==> config.mk <==
export PLATFORM = sky130hd
export DESIGN_NAME = mercury2_dac_spi
export DESIGN_NICKNAME = d
export VERILOG_FILES = /design/src/rtl/mercury2_dac_spi.sv
export SDC_FILE = /design/constraint.sdc
export NUM_CORES = 1
export LEC_CHECK = 0
export BUFFER_PORTS_ARGS = -buffer_cell sky130_fd_sc_hd__clkbuf_2
export CAP_MARGIN = 20
export CORE_MARGIN = 10
export CORE_UTILIZATION = 45
export DETAILED_ROUTE_END_ITERATION = 10
export PLACE_DENSITY = 0.71
export SLEW_MARGIN = 20
export SYNTH_ARGS = -nofsm -noshare
export SYNTH_HDL_FRONTEND = slang
export SYNTH_SLANG_ARGS = --single-unit
==> constraint.sdc <==
create_clock -name clk_50MHZ -period 3.5 [get_ports clk_50MHZ]
set_input_delay 0.35 -clock clk_50MHZ [delete_from_list [all_inputs] [get_ports clk_50MHZ]]
set_output_delay 0.35 -clock clk_50MHZ [all_outputs]
set_load 0.02 [all_outputs]
==> src/rtl/mercury2_dac_spi.sv <==
// mercury2_dac_spi: 16-bit SPI frame generator and LDAC sequencer for the Mercury2 MCP48x2 dual DAC.
module mercury2_dac_spi #(
    parameter int DATA_WIDTH = 10,
    parameter int SCK_DIV    = 2,
    parameter bit LDAC_MODE  = 1'b0,
    parameter int LDAC_WIDTH = 2,
    parameter bit GAIN_2X    = 1'b0
) (
    input  logic                  clk_50MHZ,
    input  logic                  rst_n,
    input  logic                  trigger,
    input  logic                  channel,
    input  logic [DATA_WIDTH-1:0] Din,
    input  logic                  update,
    output logic                  Busy,
    output logic                  dac_csn,
    output logic                  dac_sdi,
    output logic                  dac_sck,
    output logic                  dac_ldac,
    output logic [DATA_WIDTH-1:0] value0,
    output logic [DATA_WIDTH-1:0] value1
);
    localparam logic [2:0] IDLE = 3'd0, SETUP = 3'd1, SHIFT = 3'd2, HOLD = 3'd3, GAP = 3'd4, LDAC = 3'd5;
    localparam int CW = $clog2((SCK_DIV > LDAC_WIDTH ? SCK_DIV : LDAC_WIDTH) + 1);
    localparam logic [CW-1:0] D_LAST = CW'(SCK_DIV - 1);
    localparam logic [CW-1:0] W_LAST = CW'(LDAC_WIDTH - 1);
    logic [2:0]    state;
    logic [CW-1:0] cnt;
    logic [3:0]    bit_cnt;
    logic [15:0]   shreg;
    logic [15:0]   frame;
    logic          pending, d_end, w_end, upd;
    assign frame = {channel, 1'b0, ~GAIN_2X, 1'b1, 12'(Din) << (12 - DATA_WIDTH)};
    assign d_end = cnt == D_LAST;
    assign w_end = cnt == W_LAST;
    assign upd   = LDAC_MODE & update;
    always_ff @(posedge clk_50MHZ or negedge rst_n) begin
        if (!rst_n) begin
            state    <= IDLE;
            cnt      <= '0;
            bit_cnt  <= '0;
            shreg    <= '0;
            pending  <= 1'b0;
            Busy     <= 1'b0;
            dac_csn  <= 1'b1;
            dac_sdi  <= 1'b0;
            dac_sck  <= 1'b0;
            dac_ldac <= 1'b1;
            value0   <= '0;
            value1   <= '0;
        end else begin
            cnt <= (state == IDLE || (state == LDAC ? w_end : d_end)) ? '0 : cnt + 1'b1;
            if (upd && state != IDLE) pending <= 1'b1;
            case (state)
                IDLE: begin
                    if (trigger) begin
                        state   <= SETUP;
                        shreg   <= frame;
                        bit_cnt <= '0;
                        dac_csn <= 1'b0;
                        dac_sdi <= frame[15];
                        Busy    <= 1'b1;
                        pending <= pending | upd;
                        if (channel) value1 <= Din;
                        else value0 <= Din;
                    end else if (upd || pending) begin
                        state    <= LDAC;
                        dac_ldac <= 1'b0;
                        Busy     <= 1'b1;
                        pending  <= 1'b0;
                    end
                end
                SETUP: if (d_end) state <= SHIFT;
                // dac_sck doubles as the half-bit phase; sdi only moves when a low phase begins
                SHIFT: if (d_end) begin
                    if (!dac_sck) dac_sck <= 1'b1;
                    else begin
                        dac_sck <= 1'b0;
                        if (bit_cnt == 4'd15) state <= HOLD;
                        else begin
                            bit_cnt <= bit_cnt + 1'b1;
                            shreg   <= {shreg[14:0], 1'b0};
                            dac_sdi <= shreg[14];
                        end
                    end
                end
                HOLD: if (d_end) begin
                    state   <= GAP;
                    dac_csn <= 1'b1;
                    dac_sdi <= 1'b0;
                end
                GAP: if (d_end) begin
                    if (!LDAC_MODE || pending || upd) begin
                        state    <= LDAC;
                        dac_ldac <= 1'b0;
                        pending  <= 1'b0;
                    end else begin
                        state <= IDLE;
                        Busy  <= 1'b0;
                    end
                end
                LDAC: if (w_end) begin
                    state    <= IDLE;
                    dac_ldac <= 1'b1;
                    Busy     <= 1'b0;
                end
                default: state <= IDLE;
            endcase
        end
    end
endmodule

Yosys cells after proc, flatten, opt, wreduce, memory -nomap -nowiden. Index checks and enable logic that the tools add are counted.

Add/subtract/negate cells: 2. Eq/ne operators: 19. Muxes and demuxes: 39. Bitwise operators: 1. Reductions and logical operators: 18.

Operator list (count): $mux W15 (4); $pmux W15 S2 (1); $mux W3 (9); $ne A2 B2 Y1 const B (11); $pmux W3 S6 (1); $mux W4 (4); $reduce_and A3 Y1 (5); $mux W1 (13); $reduce_and A5 Y1 (2); $pmux W4 S2 (1); $reduce_and A8 Y1 (1); $reduce_bool A2 Y1 (4); $eq A3 B2 Y1 const B (2); $eq A3 B3 Y1 const B (2); $pmux W1 S2 (3); $pmux W1 S3 (2); $reduce_and A6 Y1 (1); $reduce_bool A3 Y1 (2); $add A4 B1 Y4 const B (1); $eq A4 B4 Y1 const B (1); $eq A3 B1 Y1 const B (1); $logic_not A3 Y1 (1); $ne A3 B3 Y1 const B (1); $add A2 B1 Y2 const B (1); 5 further kinds (5).

Register bits after elaboration: 50. Input port bits: 15.

Depth between registers and ports, before layout.
Depth after elaboration: 5. Gate-level depth with buffers: 7. Depth with buffers taken out: 5.

Worst setup path before layout. OpenSTA, ideal clock, no wires.

Kind: register to register. From: register state[1]. To: register value0[0]. Setup time: 0.125 ns. Arrival: 1.617 ns. Data required time: 3.375 ns. Slack: 1.758 ns. Cell stages (with the launch flop): 6. Buffers on the path: 2. Path through: dfrtp_1 -> buf_6 -> or4b_4 -> buf_6 -> nor2_8 -> mux2_2.

Longest elaborated chain between the ends: 2.

RTL lines: start, declared (line 27) `logic [2:0] state;`; start signal, assigned (line 39) `state <= IDLE;`; start signal, assigned (line 57) `state <= SETUP;`; start signal, assigned (line 67) `state <= LDAC;`; $logic_not A3 Y1 (line 54) `case (state)`; $reduce_and A3 Y1 (no source line); end signal, assigned (line 65) `else value0 <= Din;`; end, declared (line 20) `output logic [DATA_WIDTH-1:0] value0,`.

Every way passes these cells. A chain may end at the register's enable or synchronous reset.

Final worst setup path.
From: register cnt[1]. To: register shreg[9].

Longest elaborated chain between the ends: 3.

RTL lines: start, declared (line 28) `logic [CW-1:0] cnt;`; start signal, assigned (line 52) `cnt <= (state == IDLE || (state == LDAC ? w_end : d_end)) ? '0 : cnt + 1'b1;`; $eq A2 B1 Y1 (line 34) `assign d_end = cnt == D_LAST;`; $ne A2 B2 Y1 (no source line); $reduce_and A5 Y1 (no source line); end signal, assigned (line 58) `shreg <= frame;`; end signal, assigned (line 82) `shreg <= {shreg[14:0], 1'b0};`; end, declared (line 30) `logic [15:0] shreg;`.

Every way passes these cells.

==> results.py <==
metrics = {
    "outcome": {
        "status": "completed",
    },
    "sta": {
        "slew_headroom_pct": 56.1,
        "tns_ns": 0,
        "rsz0062_at_grt": "false",
        "setup_viol": 0,
        "finClkSkew_ns": 0.00764,
        "timing.final.crit_share_pct": 59.0,
        "min_period_ns": 2.06,
        "timing.fmax_ghz": 0.484,
        "worst_pin_slew_ns": 0.656,
        "setup_slack_ns": 1.44,
        "finalHoldViolations": 0,
        "maxSlewViolCount": 0,
    },
    "route": {
        "drt-total-wl_um": 4210,
        "ant_nets": 0,
        "vias": 1447,
        "drt_pass1_iterations": 4,
        "wl_per_cell_um": 16.1,
        "via_per_inst": 5.54,
        "drt_iter0_drc": 60,
        "route.detailed.drc": 0,
    },
    "pwr": {
        "p_per_area_nw_per_um2": 940,
        "p_leak_nw": 1.13,
        "peakVddDrop_mv": 0.455,
    },
    "cells_and_area": {
        "nFillCells": 402,
        "fin_area_um2": 2470,
        "diodes": 0,
        "final_layout_size_suffix_gt1_share_pct": 40.1,
        "syn_to_final_growth_pct": 14.9,
        "layout.nets": 225,
        "final_common_cell": "dfrtp_1",
        "mostFrequentLayoutCells": "dfrtp_1 (45), clkbuf_2 (38), mux2_2 (20)",
    },
    "run": {
        "maxCapViolCount": 0,
    },
    "logic_synthesis": {
        "ys_types": 44,
        "synth-seq-cells": 47,
        "synth_top_area_share_pct": 52.5,
        "synthFlopType": "dfrtp_1",
        "synthTopCellsByArea": "dfrtp_1 (52%), mux2_2 (10%), o221a_2 (4.7%)",
        "synth-edff-count": 0,
        "synth-seq-area-share_pct": 54.9,
        "synthArstFlopShare_pct": 100,
        "synth_fp_nets": 188,
        "syn_inst": 170,
        "synth_top_area_cell": "dfrtp_1",
        "postSynthAreaPerCell_um2": 12.6,
        "synth_warnings": 0,
        "netlist_area_um2": 2150,
    },
    "floorplan": {
        "fp.dieH_um": 89.1,
        "initial_core_util_pct": 46.0,
        "die_w_um": 89.1,
        "rows": 25,
        "core_um2": 4660,
        "ios": 40,
        "die-area_um2": 7930,
    },
    "clock_network": {
        "clock_latency_ns": 0.30,
        "cts_buffer_depth": 2,
        "ctsResizeCount": 0,
        "clk_pin_slew_worst_paths_ns": 0.08,
        "cts_hold_buf": 0,
        "cts.sinks": 47,
        "h-tree-depth": 2,
        "cts_tree": "done",
        "post_cts_buffers": 0,
        "clock-root-buffer": "clkbuf_8",
        "numCtsBuffers": 5,
    },
    "setup_path": {
        "crit_type": "flip-flop to flip-flop",
        "cp_max_fo": 15,
        "cp_data_required_time_ns": 3.68,
        "path_depth": 5,
        "rr_worst_depth": 5,
        "critPathMaxStageDelay_ns": 0.48,
        "path_cells": "inv_1, ha_1, and3_1, nand3_1, o221a_2",
        "cp_top_family": "simple AND/OR/NAND/NOR gates",
        "worstPathArrival_ns": 2.25,
        "startpoint_type": "flip-flop",
        "worstSetupEndpointType": "flip-flop",
        "ff2ff_setup_slack_ns": 1.44,
        "crit_path_top_delay_cell": "nand3_1",
        "path_buf_inv": 1,
    },
    "place": {
        "dp_hpwl_um": 2930,
        "portBuffers": 38,
        "place_area_um2": 2360,
        "place_ws_ns": 1.44,
        "routabilityCongestion": 0.735,
    },
    "grt": {
        "grt_max_degree": 48,
        "grt-ovfl-total": 0,
        "grt_first_pass_wirelength_um": 7420,
        "antenna_found_initial": 0,
        "grt_usage_pct": 11.8,
        "grt_pass1_vias": 1601,
    },
    "min_path": {
        "hp-class": "primary input to asynchronous set/reset pin",
    },
}
power breakdown:
| group | total, W | switching, W | internal, W |
|---|---|---|---|
| combinational | 0.000953 | 0.000520 | 0.000433 |
| sequential | 0.000983 | 0.000194 | 0.000789 |
| clock | 0.000383 | 0.000174 | 0.000209 |
| total | 0.00232 | 0.000887 | 0.00143 |
final cells by class:
cell class	count	area, um^2	area share, %
clock buffers	6	72.6	2.94
multi-input cells	108	893	36.2
repair buffers	40	205	8.32
well taps	54	67.6	2.74
inverters	5	18.8	0.761
clock inverters	1	30.0	1.22
flip-flops and latches	47	1180	47.8
metal layers:
metal	vias up	GRT usage, %	wire length, um
met2	28	19.8	2100
met5	-	0	0
met3	7	4.47	241
li1	697	-	-
met1	715	13.4	1800
met4	0	4.34	62
flip-flops by register name (all words and copies together), names as in the netlist:
register  count
Busy          1
bit_cnt       4
cnt           2
dac_csn       1
dac_ldac      1
dac_sck       1
dac_sdi       1
shreg        13
state         3
value0       10
value1       10
cell families after synthesis:
family          after synthesis  share of synthesized area [%]
buf+inv                      15                           3.44
fa+ha+maj                     3                           1.75
flops                        47                           54.9
mux                          26                           13.4
xor+xnor                      2                          0.816
simple gates                 47                           13.4
compound gates               30                           12.3
path summary, 6_finish.rpt:
| kind | from | end |
|---|---|---|
| worst max-delay path | cnt[1] | shreg[9] |
| worst min-delay path | rst_n | bit_cnt[0] |
| worst max register to register | cnt[1] | shreg[9] |
| worst min register to register | cnt[0] | cnt[0] |
| max in group asynchronous | rst_n | shreg[13] |
| min in group clk_50MHZ | Din[6] | value0[6] |
synthesized netlist by cell type (all sizes together), types with 3 or more instances:
library cell	instances
dfrtp	45
mux2	21
nand2b	12
o221a	9
clkbuf	7
nand2	7
nor2	7
a21oi	5
inv	5
mux2i	5
nand3	4
and3	3
buf	3
ha	3
o21bai	3
per-stage QoR:
| step | power, W | utilization, % | cells | hold slack [ns] |
|---|---|---|---|---|
| after floorplan | 0.00169 | - | 170 | 0.0544 |
| after global placement | 0.00193 | 50.7 | 254 | 0.465 |
| after detailed placement | 0.00196 | 50.7 | 254 | 0.478 |
| after CTS | 0.00235 | 52.9 | 261 | 0.154 |
| after global routing | 0.00249 | 52.9 | 261 | 0.175 |
| final | 0.00232 | 52.9 | 261 | 0.132 |
Note: power is estimated with default switching activity, not from simulation.
